[config.mk]
export PLATFORM = sky130hd
export DESIGN_NAME = stack_text_renderer
export DESIGN_NICKNAME = d
export VERILOG_FILES = /design/src/rtl/stack_text_renderer.sv
export SDC_FILE = /design/constraint.sdc
export NUM_CORES = 1
export LEC_CHECK = 0
export CAP_MARGIN = 20
export CORE_MARGIN = 5
export CORE_UTILIZATION = 53
export CTS_BUF_LIST = sky130_fd_sc_hd__clkbuf_4 sky130_fd_sc_hd__clkbuf_8
export DETAILED_ROUTE_END_ITERATION = 6
export PLACE_DENSITY = 0.95
export SYNTH_ARGS = -nofsm -noshare
export SYNTH_HDL_FRONTEND = slang
export SYNTH_SLANG_ARGS = --single-unit
[constraint.sdc]
create_clock -name clk -period 5.9 [get_ports clk]
set_input_delay 1.18 -clock clk [delete_from_list [all_inputs] [get_ports clk]]
set_output_delay 1.18 -clock clk [all_outputs]
set_load 0.01 [all_outputs]
[src/rtl/stack_text_renderer.sv]
// stack_text_renderer: hex text overlay of a stack snapshot for the VGA calculator.
// Three-stage pixel pipeline around an external 8x16 font ROM; snapshot latched per frame.
module stack_text_renderer #(
    parameter int unsigned DEPTH    = 4,
    parameter int unsigned DIGITS   = 4,
    parameter int unsigned ORIGIN_X = 0,
    parameter int unsigned ORIGIN_Y = 0,
    parameter logic [11:0] FG       = 12'hfff,
    parameter logic [11:0] BG       = 12'h000,
    parameter logic [11:0] ERR_FG   = 12'hf00
) (
    input  logic                        clk,
    input  logic                        reset,
    input  logic [9:0]                  x,
    input  logic [9:0]                  y,
    input  logic                        in_display_area,
    input  logic                        frame_start,
    input  logic [DEPTH*4*DIGITS-1:0]   stack_data,
    input  logic [3:0]                  stack_count,
    input  logic                        error,
    output logic [10:0]                 font_addr,
    input  logic [7:0]                  font_data,
    output logic [11:0]                 vga_rgb
);

    localparam int unsigned EW     = 4 * DIGITS;
    localparam int unsigned SW     = DEPTH * EW;
    localparam logic [9:0]  OX     = 10'(ORIGIN_X);
    localparam logic [9:0]  OY     = 10'(ORIGIN_Y);
    localparam logic [3:0]  DEPTH4 = 4'(DEPTH);

    // Per-frame snapshot
    logic [SW-1:0] r_snap_data;
    logic [3:0]    r_snap_count;
    logic          r_snap_err;

    // Cell geometry and character selection
    logic [9:0]    w_dx;
    logic [9:0]    w_dy;
    logic [6:0]    w_cx;
    logic [5:0]    w_cy;
    logic          w_in_area;
    logic          w_err_row;
    logic [EW-1:0] w_entry;
    logic [3:0]    w_nib;
    logic [6:0]    w_char;
    logic [10:0]   w_addr;
    logic [11:0]   w_rgb;

    // Pipeline registers
    logic [10:0] r_font_addr;
    logic [2:0]  r_col1;
    logic        r_area1;
    logic        r_errl1;
    logic        r_de1;
    logic [7:0]  r_font_data;
    logic [2:0]  r_col2;
    logic        r_area2;
    logic        r_errl2;
    logic        r_de2;
    logic [11:0] r_vga_rgb;

    // Snapshot register: latch stack state on frame_start, count clamped to DEPTH
    always_ff @(posedge clk) begin
        if (reset) begin
            r_snap_data  <= '0;
            r_snap_count <= '0;
            r_snap_err   <= 1'b0;
        end else if (frame_start) begin
            r_snap_data  <= stack_data;
            r_snap_count <= (stack_count > DEPTH4) ? DEPTH4 : stack_count;
            r_snap_err   <= error;
        end
    end

    assign w_dx      = x - OX;
    assign w_dy      = y - OY;
    assign w_cx      = w_dx[9:3];
    assign w_cy      = w_dy[9:4];
    assign w_in_area = (x >= OX) && (w_cx <= 7'(DIGITS)) && (y >= OY) && (w_cy <= 6'(DEPTH));
    assign w_err_row = (w_cy == 6'(DEPTH));

    // Character code for the current cell
    always_comb begin
        w_entry = '0;
        w_nib   = '0;
        w_char  = 7'h20;
        for (int unsigned k = 0; k < DEPTH; k++) begin
            if (w_cy == 6'(k)) w_entry = r_snap_data[k*EW +: EW];
        end
        for (int unsigned d = 1; d <= DIGITS; d++) begin
            if (w_cx == 7'(d)) w_nib = w_entry[4*(DIGITS-d) +: 4];
        end
        if (w_err_row) begin
            if (r_snap_err) begin
                case (w_cx)
                    7'd0:       w_char = 7'h45;
                    7'd1, 7'd2: w_char = 7'h52;
                    default:    w_char = 7'h20;
                endcase
            end
        end else if (w_cx == 7'd0) begin
            if ((w_cy == 6'd0) && (r_snap_count != 4'd0)) w_char = 7'h3E;
        end else if (w_cy < {2'b00, r_snap_count}) begin
            w_char = (w_nib < 4'd10) ? (7'h30 + 7'(w_nib)) : (7'h37 + 7'(w_nib));
        end
    end

    assign w_addr = w_in_area ? {w_char, w_dy[3:0]} : 11'd0;

    // Pixel colour from the registered glyph row
    always_comb begin
        w_rgb = 12'h000;
        if (r_de2 && r_area2) begin
            if (r_font_data[3'(3'd7 - r_col2)]) w_rgb = r_errl2 ? ERR_FG : FG;
            else                                w_rgb = BG;
        end
    end

    // Pipeline: S1 font address, S2 glyph row capture, S3 colour
    always_ff @(posedge clk) begin
        if (reset) begin
            r_font_addr <= '0;
            r_col1      <= '0;
            r_area1     <= 1'b0;
            r_errl1     <= 1'b0;
            r_de1       <= 1'b0;
            r_font_data <= '0;
            r_col2      <= '0;
            r_area2     <= 1'b0;
            r_errl2     <= 1'b0;
            r_de2       <= 1'b0;
            r_vga_rgb   <= 12'h000;
        end else begin
            r_font_addr <= w_addr;
            r_col1      <= w_dx[2:0];
            r_area1     <= w_in_area;
            r_errl1     <= w_in_area && w_err_row;
            r_de1       <= in_display_area;
            r_font_data <= font_data;
            r_col2      <= r_col1;
            r_area2     <= r_area1;
            r_errl2     <= r_errl1;
            r_de2       <= r_de1;
            r_vga_rgb   <= w_rgb;
        end
    end

    assign font_addr = r_font_addr;
    assign vga_rgb   = r_vga_rgb;

endmodule
Word-level counts from Yosys, hierarchy flattened:

Index checks and enable logic that the tools add are counted.

* register bits after elaboration: 112
* bits of input ports: 101
* logic and storage cells: 67

* add/sub/neg operators: 3
* magnitude comparators: 8
* eq/ne operators: 8
* muxes and demuxes: 19
* bitwise gates (word level): 3
* reductions and logical operators: 12

Operator list (count)
* 16-bit 2-to-1 mux: 4
* 7-bit 2-to-1 mux: 5
* 10-bit by 1-bit >= comparator with 1-bit output (second input constant): 2
* 4-bit 2-to-1 mux: 5
* 6-bit by 4-bit adder with 7-bit output (first input constant): 2
* 7-bit by 2-bit equality test with 1-bit output (second input constant): 2
* 7-bit case mux with 2 select lines: 1
* 6-bit by 2-bit equality test with 1-bit output (second input constant): 2
* 8-bit 2-to-1 mux: 1
* 7-bit by 1-bit equality test with 1-bit output (second input constant): 1
* 7-bit by 3-bit equality test with 1-bit output (second input constant): 1
* 7-bit by 3-bit less-or-equal comparator with 1-bit output (second input constant): 1
* 7-bit zero test: 1
* 6-bit by 1-bit equality test with 1-bit output (second input constant): 1
* 6-bit by 3-bit equality test with 1-bit output (second input constant): 1
* 6-bit by 3-bit less-or-equal comparator with 1-bit output (second input constant): 1
* 1-bit logical AND: 6
* 6-bit zero test: 1
* 6-bit by 4-bit < comparator with 1-bit output: 1
* 5-bit 2-to-1 mux: 1
* 4-bit by 3-bit > comparator with 1-bit output (second input constant): 1
* 3-bit by 4-bit < comparator with 1-bit output (second input constant): 1
* 4-bit < comparator (second input constant): 1
* 4-bit nonzero test: 1
* other kinds (6): 9

Longest topological paths before layout:

Gate-level depths: netlist of the first run.

* depth in word-level cells: 14
* depth in mapped cells: 10
* depth with buffers taken out: 8

Worst setup path after synthesis of the first run:

No wires, ideal clock.

* path kind: input -> register
* start: input y[5]
* end: register r_font_addr[5], in the netlist font_addr[5]
* library setup time: 0.070 ns
* data arrival time: 2.909 ns
* setup slack: 2.921 ns
* cell stages on the path: 10
* path through: buf_6 buf_8 mux4_2 a21o_1 a32oi_1 o31a_2 ha_1 o21ai_0 o311ai_1 a21oi_1

* word-level cells in the longest chain between the ends: 14
* elaborated cells on any way between the ends: 29
* classes of those cells: add/sub (2); order compare (4); eq/ne (4); mux (13); bitwise (1); reduce/logical (5)

Ends and longest elaborated chain
* start, declared: line 15 `input logic [9:0] y,`
* 6-bit zero test: line 89, 103
* 16-bit 2-to-1 mux (4 in a row): line 89 `if (w_cy == 6'(k)) w_entry = r_snap_data[k*EW +: EW];`
* 4-bit 2-to-1 mux (4 in a row): line 92 `if (w_cx == 7'(d)) w_nib = w_entry[4*(DIGITS-d) +: 4];`
* 6-bit by 4-bit adder with 7-bit output / 4-bit < comparator (equally long branches): line 105 `w_char = (w_nib < 4'd10) ? (7'h30 + 7'(w_nib)) : (7'h37 + 7'(w_nib));`
* 7-bit 2-to-1 mux: line 105
* 7-bit 2-to-1 mux: line 104 `end else if (w_cy < {2'b00, r_snap_count}) begin`
* 7-bit 2-to-1 mux: line 102 `end else if (w_cx == 7'd0) begin`
* 7-bit 2-to-1 mux: line 94 `if (w_err_row) begin`
* end signal, assigned: line 135 `r_font_addr <= w_addr;`
* end, declared: line 51 `logic [10:0] r_font_addr;`

Parallel ways exist; a longest one is shown, timed or not.
A chain may end at the register's enable or synchronous reset.

Worst setup path in the final report of the first run:

* start: input y[5]
* end: register r_font_addr[9], in the netlist font_addr[9]

* word-level cells in the longest chain between the ends: 14
* elaborated cells on any way between the ends: 27
* classes of those cells: add/sub (2); order compare (4); eq/ne (4); mux (12); bitwise (1); reduce/logical (4)

Ends and longest elaborated chain (line)
* 6-bit zero test: 89
* 16-bit 2-to-1 mux (4 in a row): 89
* 4-bit 2-to-1 mux (4 in a row): 92
* 6-bit by 4-bit adder with 7-bit output / 4-bit < comparator (equally long branches): 105
* 7-bit 2-to-1 mux: 105
* 7-bit 2-to-1 mux: 104
* 7-bit 2-to-1 mux: 102
* 7-bit 2-to-1 mux: 94

Parallel ways exist; a longest one is shown, timed or not.

==> impl_metrics.ini, run 1 <==
[cts]
post_cts.repair.setup_buffers = 0
cts_made_buffers = 9
cts_root_buffer = clkbuf_8
clkTransAtPathRegs_ns = 0.10
cts_hold_buf = 0
clockBufferDepth = 2
htree_levels = 3
clock-sinks = 102
insertion_delay_ns = 0.36
cts_resized = 0
cts_tree = done

[sta]
fin_crit_ns = 3.77
clock_skew_ns = 0.0115
timing.final.crit_share = 0.638
worstMarginPinSlew_ns = 1.09
hold_violations = 0
finalSetupViolations = 0
relSlewSlack = 0.271
max_freq_mhz = 265
setup_tns_ns = 0
rsz0062_at_grt = no
finalMaxSlewViolations = 0

[synth]
synth_edf_count = 0
synth_ff_type = dfxtp_1
syn_area_um2 = 4420
syn_avg_cell_area_um2 = 10.7
yosysSeqAreaShare = 0.462
yosys_warnings = 0
syn_nets = 516
netlist_instances = 411
ys_ff_latch = 102
ys_types = 52
synth_top_area_frac = 0.462
yosys.area.top_type = dfxtp_1
async_reset_ff_frac = 0
synth_area_leaders = dfxtp_1 46%, mux2i_1 15%, mux4_2 6.6%

[floorplanning]
dieHeight_um = 101
die-area_um2 = 10300
die_w_um = 101
ioPinCount = 124
core-area_um2 = 8180
rows = 33
start_util = 0.540

[worst_setup_path]
r2r_end = font_addr[9]
slowest_stage = clkdlybuf4s50_1
arrival_ns = 4.04
required_ns = 6.17
path_max_fanout = 18
path_buf_inv = 1
max_stage_delay_ns = 1.13
crit-reg2reg-launch = r_snap_data[22]
critPathKind = in2reg
timing.reg2reg.setup_slack_ns = 3.91
worstRegToRegCells = 6
start_kind = primary input
path_cells = clkdlybuf4s50_1 > mux4_2 > a32oi_1 > o32ai_1 > o21ai_1 > nor2_1 > a221oi_2
cp_top_family = buffers and inverters
endpoint_kind = flip-flop

[drt]
detail_route.wl_per_cell_um = 16.6
drc = 0
viasPerCell = 5.46
ant_nets = 0
dr.pass1.iters = 4
vias = 3388
wl_um = 10300
drt_iter0_drc = 191

[layout]
area_delta_synth_final_pct = 30.5
diodes = 0
nets = 616
final_layout_size_suffix_gt1_frac = 0.0833
finalInstanceArea_um2 = 5760
final_cells = 621

[min_path]
hold_depth = 1
holdPathEnd = vga_rgb[7]
hp-class = reg2reg
hp-start = r_errl2

[power_and_ir_drop]
vdd_ir_drop_max_v = 0.000141
power_density_nw_per_um2 = 232
power_leakage_nw = 2.33

[global_route]
grt_pass1_vias = 3443
grt_usage = 0.201
antenna_found_initial = 0
grt_max_degree = 91
grt_pass1_wl_um = 16300
gr-total-overflow = 0

[placed_design]
placed_cells = 605
placement.io_buffers = 123
place_area_um2 = 5570
place.gp.congestion = 0.922
hpwl_um = 7910

[job]
maxCapViolCount = 0

[outcome]
status = finished clean
-- layout by cell type, fill, tap and decap left out, types with 5 or more instances in the layout --
cell type,n
mux2i_1,67
nand3_1,9
nor2_1,73
and2_1,5
clkbuf_8,10
nor2b_1,20
a21oi_1,8
and3_1,5
mux4_1,5
nor3_1,6
mux4_2,13
dfxtp_1,102
clkdlybuf4s50_1,121
nand2b_1,5
nand2_1,7
-- flip-flops by register name, summed over array words and instances, names as in the netlist --
name	cells
r_de1	1
r_de2	1
r_errl2	1
r_snap_count	4
font_addr	11
r_font_data	8
r_area1	1
r_col1	3
r_snap_err	1
vga_rgb	2
r_snap_data	64
r_errl1	1
r_area2	1
r_col2	3
-- final cells by class --
class,instances,area (um^2)
Tap cell,105,131
Clock inverter,6,52.6
Clock buffer,10,138
Inverter,5,18.8
Sequential cell,102,2040
Timing Repair Buffer,124,1230
Fill cell,567,2410
Multi-Input combinational cell,269,2150
-- kinds of logic after synthesis --
family          count (synthesis)  synth area share
flops                         102             0.462
simple gates                  142             0.159
compound gates                 38            0.0691
buf+inv                        40            0.0507
mux                            85             0.248
fa+ha+maj                       4            0.0113
-- synthesized netlist by cell type (all sizes together), types with 3 or more instances --
| cell | number |
|---|---|
| nor3 | 6 |
| and2 | 5 |
| nand3 | 9 |
| a21o | 4 |
| nor4 | 4 |
| nand2b | 5 |
| buf | 23 |
| dfxtp | 102 |
| or4 | 3 |
| mux4 | 18 |
| nor2b | 20 |
| and3 | 5 |
| a21oi | 9 |
| nor2 | 73 |
| ha | 4 |
| clkbuf | 12 |
| nand2 | 7 |
| o21ai | 5 |
| inv | 4 |
| mux2i | 67 |
-- where the power goes --
group          internal, mW  leakage [nW]  switching, mW
clock                 0.171        0.0910          0.245
sequential            0.721         0.839         0.0168
combinational         0.112          1.40         0.0719
-- per-layer routing --
metal,routed length (um),up-vias,global-route usage,part of all wire
met2,5230,102,0.354,0.51
met4,125,0,0.0624,0.012
met5,0,-,0,0
met1,4270,1633,0.243,0.42
li1,-,1641,-,-
met3,661,12,0.0489,0.064
-- per-stage QoR --
| step | setup slack [ns] | hold slack [ns] | power (mW) | utilization |
|---|---|---|---|---|
| finish | 2.13 | 0.388 | 1.34 | 0.705 |
| global route | 1.93 | 0.411 | 1.39 | 0.705 |
| CTS | 2.15 | 0.392 | 1.35 | 0.705 |
| floorplan | 2.92 | 0.374 | 0.847 | - |
| detailed placement | 1.77 | 0.386 | 0.937 | 0.682 |
| global placement | 1.82 | 0.385 | 0.929 | 0.682 |
-- worst max-delay path by stage --
stage | startpoint | end | depth (start not counted)
4_1_cts | y[5] | font_addr[6] | 9
6_report | y[5] | font_addr[9] | 7
2_1_floorplan | y[5] | font_addr[5] | 10
5_1_grt | y[5] | font_addr[5] | 9
3_3_place_gp | y[5] | font_addr[6] | 9
3_5_place_dp | y[5] | font_addr[6] | 9
(Power assumes the default switching activity.)
==> inputs of run 2 (changes only) <==
Settings changed: CORE_UTILIZATION 53 to 45, PLACE_DENSITY 0.95 to 0.89.
Clock period 5.9 ns to 3.1 ns, I/O delays scaled along.
==> impl_metrics.ini, run 2 (same netlist as run 1, synthesis figures left out) <==
[floorplanning]
start_util = 0.456
die_w_um = 109
ioPinCount = 124
dieHeight_um = 109
die-area_um2 = 11900
rows = 36
core-area_um2 = 9680

[global_route]
grt_usage = 0.174
grt_pass1_vias = 3440
gr-total-overflow = 0
grt_pass1_wl_um = 16200
antenna_found_initial = 0
grt_max_degree = 90

[drt]
detail_route.wl_per_cell_um = 15.5
drc = 0
vias = 3339
dr.pass1.iters = 4
viasPerCell = 5.10
wl_um = 10100
ant_nets = 0
drt_iter0_drc = 132

[min_path]
hp-class = reg2reg
hp-start = r_errl2

[cts]
cts_tree = done
cts_root_buffer = clkbuf_8
cts_made_buffers = 9
cts_hold_buf = 0
clockBufferDepth = 2
post_cts.repair.setup_buffers = 0
insertion_delay_ns = 0.36
clkTransAtPathRegs_ns = 0.10
htree_levels = 3
clock-sinks = 102
cts_resized = 0

[layout]
nets = 622
final_common_cell = clkdlybuf4s50_1
diodes = 0
regArea_um2 = 2040
area_delta_synth_final_pct = 33.2
fillCellCount = 805
largest_reg_flops = 64
largest-register = r_snap_data
multiInputGateArea_um2 = 2150
final_layout_size_suffix_gt1_frac = 0.0939
layout_common_cells = 121 x clkdlybuf4s50_1, 102 x dfxtp_1, 73 x nor2_1, 67 x mux2i_1, 20 x nor2b_1

[sta]
clock_skew_ns = 0.0138
hold_violations = 0
worstMarginPinSlew_ns = 0.867
fin_ws_ns = 0.427
finalMaxSlewViolations = 0
setup_tns_ns = 0
timing.final.crit_share = 0.862
rsz0062_at_grt = no
finalSetupViolations = 0
relSlewSlack = 0.422
fin_crit_ns = 2.67
max_freq_mhz = 374

[worst_setup_path]
arrival_ns = 2.97
path_max_fanout = 12
crit_path_start = y[7]
critPathKind = in2reg
endpoint_kind = flip-flop
path_cells = clkdlybuf4s50_1 > nor4_4 > buf_4 > a21oi_1 > a311oi_2 > nor2_1 > ha_1 > o21bai_1 > a41o_1
cp_top_family = compound AO/OA/AOI/OAI gates
path_buf_inv = 2
max_stage_delay_ns = 0.50
slowest_stage = clkdlybuf4s50_1
crit-reg2reg-launch = r_snap_count[3]
start_kind = primary input
required_ns = 3.40

[placed_design]
place_ws_ns = 0.0680
hpwl_um = 7640
place.gp.congestion = 0.819
placement.io_buffers = 123

[outcome]
status = finished clean

[power_and_ir_drop]
vdd_ir_drop_max_v = 0.000256
power_leakage_nw = 2.38
power_density_nw_per_um2 = 434

[job]
maxCapViolCount = 0
## run 2: cell count changes in the layout (fill, tap and decap cells not counted)
cell / previous run / this run
inv_6: 1 / 2
buf_12: 0 / 3
buf_4: 2 / 5
clkinv_8: 0 / 1
clkinv_2: 0 / 1
clkbuf_8: 10 / 9
clkinvlp_4: 2 / 1
clkinv_4: 2 / 1
## run 2: area by class of cell
class / instances / share of cell area
Clock buffer: 9 / 0.0211
Clock inverter: 7 / 0.0113
Inverter: 5 / 0.00319
Multi-Input combinational cell: 269 / 0.366
Sequential cell: 102 / 0.347
Tap cell: 133 / 0.0283
Timing Repair Buffer: 130 / 0.223
## run 2: through the flow
stage / std cells / cell area, um^2 / hold slack, ns / power (mW) / util
floorplan: 411 / 4420 / 0.374 / 1.61 / -
global placement: 639 / 5690 / 0.380 / 1.78 / 0.588
detailed placement: 639 / 5690 / 0.397 / 1.79 / 0.588
CTS: 655 / 5880 / 0.412 / 2.58 / 0.607
global route: 655 / 5880 / 0.437 / 2.67 / 0.607
finish: 655 / 5880 / 0.412 / 2.55 / 0.607
## run 2: layer usage
layer	wire, um	GRT usage	vias up
met5	0	0	-
met4	78	0.0397	0
met3	610	0.0468	6
met2	5190	0.310	100
met1	4270	0.208	1575
li1	-	-	1658
## run 2: worst paths after layout
path	end	cells after the start	slack [ns]
hold / removal	vga_rgb[7]	1	0.41
hold reg to reg	vga_rgb[7]	1	0.41
setup / recovery	font_addr[10]	9	0.43
setup reg to reg	font_addr[4]	6	1.06
## run 2: worst register-to-register path, delay by kind of cell (launching register included)
family,cells,cell delay [ns]
compound gates,2,0.67
fa+ha+maj,1,0.17
buf+inv,1,0.06
flops,1,0.34
simple gates,2,0.71
## run 2: power by group
group	leakage (nW)	switching, mW	internal, mW
clock	0.0949	0.479	0.310
sequential	0.839	0.0294	1.37
combinational	1.45	0.140	0.220
==> inputs of run 3 (changes only) <==
Settings changed: RECOVER_POWER set to 50.
==> impl_metrics.ini, run 3 (same netlist as run 1, synthesis figures left out) <==
[layout]
area_delta_synth_final_pct = 33.1
nets = 622
largest-register = r_snap_data
final_layout_size_suffix_gt1_frac = 0.0920
layout_common_cells = 121 x clkdlybuf4s50_1, 102 x dfxtp_1, 73 x nor2_1, 67 x mux2i_1, 20 x nor2b_1
final_common_cell = clkdlybuf4s50_1
diodes = 0
largest_reg_flops = 64
final_cells = 655
fillCellCount = 807

[drt]
dr.pass1.iters = 4
drc = 0
wl_um = 10100
drt_iter0_drc = 133
ant_nets = 0
viasPerCell = 5.10
detail_route.wl_per_cell_um = 15.5
vias = 3339

[cts]
clockBufferDepth = 2
cts_resized = 0
cts_root_buffer = clkbuf_8
post_cts.repair.setup_buffers = 0
clkTransAtPathRegs_ns = 0.10
cts_hold_buf = 0
insertion_delay_ns = 0.36
clock-sinks = 102
cts_made_buffers = 9
htree_levels = 3
cts_tree = done

[worst_setup_path]
slowest_stage = clkdlybuf4s50_1
critPathKind = in2reg
endpoint_kind = flip-flop
start_kind = primary input
path_max_fanout = 12
path_cells = clkdlybuf4s50_1 > nor4_4 > buf_4 > a21oi_1 > a311oi_2 > nor2_1 > ha_1 > o21bai_1 > a41o_1
max_stage_delay_ns = 0.50
required_ns = 3.40
arrival_ns = 2.97

[job]
maxCapViolCount = 1

[sta]
fin_crit_ns = 2.67
clock_skew_ns = 0.0144
setup_tns_ns = 0
relSlewSlack = -0.145
hold_violations = 0
finalSetupViolations = 0
timing.final.crit_share = 0.862
worstMarginPinSlew_ns = 1.72
max_freq_mhz = 374
rsz0062_at_grt = no
finalMaxSlewViolations = 90

[global_route]
antenna_found_initial = 0
grt_max_degree = 90
grt_usage = 0.174
grt_pass1_wl_um = 16200
gr-total-overflow = 0
grt_pass1_vias = 3440

[power_and_ir_drop]
vdd_ir_drop_max_v = 0.000256
power_leakage_nw = 2.38
power_density_nw_per_um2 = 434

[outcome]
status = complete, but fails checks
violations = max-capacitance violations, max-slew violations

[placed_design]
place.gp.congestion = 0.819
placement.io_buffers = 123
hpwl_um = 7640
placed_cells = 639

[floorplanning]
die-area_um2 = 11900
die_w_um = 109
rows = 36
dieHeight_um = 109
start_util = 0.456
ioPinCount = 124
core-area_um2 = 9680

[min_path]
hp-class = reg2reg
[run 3: cell type report]
cell class,instances,area (um^2),area share
clock buffer,9,124,0.0211
inverter,5,18.8,0.00319
timing repair buffer,130,1310,0.223
tap,133,166,0.0283
multi-input combinational,269,2150,0.366
clock inverter,7,66.3,0.0113
sequential,102,2040,0.347
[run 3: metal layers]
layer | share of wire | wire length, um | vias to the layer above | GRT usage
met3 | 0.061 | 624 | 6 | 0.0468
met4 | 0.0077 | 78 | 0 | 0.0397
met1 | 0.42 | 4260 | 1573 | 0.208
met2 | 0.51 | 5190 | 102 | 0.310
met5 | 0 | 0 | - | 0
li1 | - | - | 1658 | -
[run 3: stage by stage]
stage,setup slack [ns],hold WS [ns],instance area (um^2),util,power (mW)
finish,0.427,0.412,5880,0.607,2.55
global route,0.216,0.437,5880,0.607,2.67
CTS,0.436,0.412,5880,0.607,2.58
detailed placement,0.0680,0.397,5690,0.588,1.79
global placement,0.0983,0.380,5690,0.588,1.78
floorplan,0.681,0.374,4420,-,1.61
[run 3: worst paths after layout]
kind	start	endpoint	slack (ns)	depth (start not counted)
min	r_errl2	vga_rgb[7]	0.41	1
max reg2reg	r_snap_count[3]	font_addr[4]	1.06	6
min reg2reg	r_errl2	vga_rgb[7]	0.41	1
max	y[7]	font_addr[10]	0.43	9
[run 3: power breakdown]
group	internal (mW)	leakage [nW]	switching, mW
sequential	1.37	0.839	0.0294
combinational	0.220	1.44	0.140
clock	0.310	0.0949	0.479
total	1.90	2.38	0.649
[run 3: worst max-delay path: cells and delay by family]
family / cells / cell delay, ns
adders and majority gates: 1 / 0.22
and+or+nand+nor: 2 / 0.55
AOI/OAI and AO/OA: 4 / 0.84
buffers and inverters: 2 / 0.74
==> RTL edit, RTL diff (settings of run 3) <==
Change the parameter `DIGITS` from 4 to 2.
--- a/src/rtl/stack_text_renderer.sv
+++ b/src/rtl/stack_text_renderer.sv
@@ -3,5 +3,5 @@
 module stack_text_renderer #(
     parameter int unsigned DEPTH    = 4,
-    parameter int unsigned DIGITS   = 4,
+    parameter int unsigned DIGITS   = 2,
     parameter int unsigned ORIGIN_X = 0,
     parameter int unsigned ORIGIN_Y = 0,
Ports: changed (resized stack_data); port bits go from 124 to 92. No check against the original RTL was run, so the function may have changed too.
==> RTL edit against run 3 <==
  * The flow still finishes with violations (capacitance limit, slew limit)
  * Final area fell by 28%
  * Register-to-register slack better by 90 ps
  * Sequential cell count is 32 lower
  * Highest routed layer unchanged
  * Routed wire length is 29% lower
  * Count of clock-buffer cells in the layout up 2
  * First-iteration DRC count fell by 14%
  * Total power fell by 21%
  * Critical path depth did not move
  * Utilization up 5.4 points
  * Setup slack got worse by 310 ps
  * Critical endpoint is now font_addr[8]
  * Area after synthesis is 32% lower
  * Combinational power down 35%
==> RTL edit: results (changes against run 3) <==
* Max-slew violation count at 58 (-36%)
* Top post-synthesis cells by area: dfxtp_1, mux2i_1, nor2_1
* Sw frac at 22.08% (-3.3 points)
* Critical path destination: font_addr[8]
* Leak at 1.706 nW (-28%)
* Post-Place Cell Area at 4011 sq um (-30%)
* Comb power frac at 11.5% (-2.6 points)
* Relative slew margins at -56.51% (-42 points)
* Worst EP arrival at 3220 ps (+250 ps)
* Worst r2r dst: font_addr[6]
* DP HPWL at 5.469 mm (-28%)
* Met1 Resource Use GR at 19.72% (-1.1 points)
* Synth cell types at 45 (-13%)
* Worst Hold Slack at 403.8 ps (-8.184 ps)
* VDD IR max at 0.0002070 V (-19%)
* Setup Skew at 9.306 ps (-5.091 ps)
* Failing checks: capacitance limit, slew limit
* Family with the most delay on the worst path: simple AND/OR/NAND/NOR gates
* Placed cell count at 464 (-27%)
* Outcome: complete, but fails checks
* Worst R2R Start: r_snap_data[1]
* R2r setup slk at 1150 ps (+90 ps)
* CP max-delay cell: or4b_1
* Iteration-0 DRC Markers at 115 (-14%)
* GRT met3 Usage at 5.124% (+0.45 points)
* Commonest cells in the netlist: dfxtp_1, nor2_1, mux2i_1
* Fraction of layout cells with a size suffix above 1 at 15.38% (+6.2 points)
* Internal at 1.577 mW (-17%)
* Metal2 WL at 3.621 mm (-30%)
* MaxCap Viol Count at 1 (unchanged)
-- RTL edit: cell count changes in the layout (fill, tap and decap cells not counted), sizes merged, moves of 4 or more --
cell                  run 3  this run
nor2                     73        43
mux4                     18         3
nand2                     7        11
mux2                      0         7
clkdlybuf4s50           121        89
dfxtp                   102        70
mux2i                    67        35
buf                       7        22
and3                      5         1
o32ai                     1         6
-- RTL edit: final cells by class --
cell class / instances / area (sq um) / share of cell area, %
sequential: 70 / 1401 / 33.00
inverter: 7 / 26.28 / 0.6187
timing repair buffer: 113 / 1061 / 24.99
clock inverter: 5 / 81.33 / 1.915
multi-input combinational: 197 / 1429 / 33.65
clock buffer: 11 / 151.4 / 3.565
tap: 77 / 96.34 / 2.269
-- RTL edit: timing repair --
action / in CTS / in global routing
gates resized for setup: 0 / 1
setup endpoints to repair: 0 / 3
endpoints found under the hold margin: 0 / 0
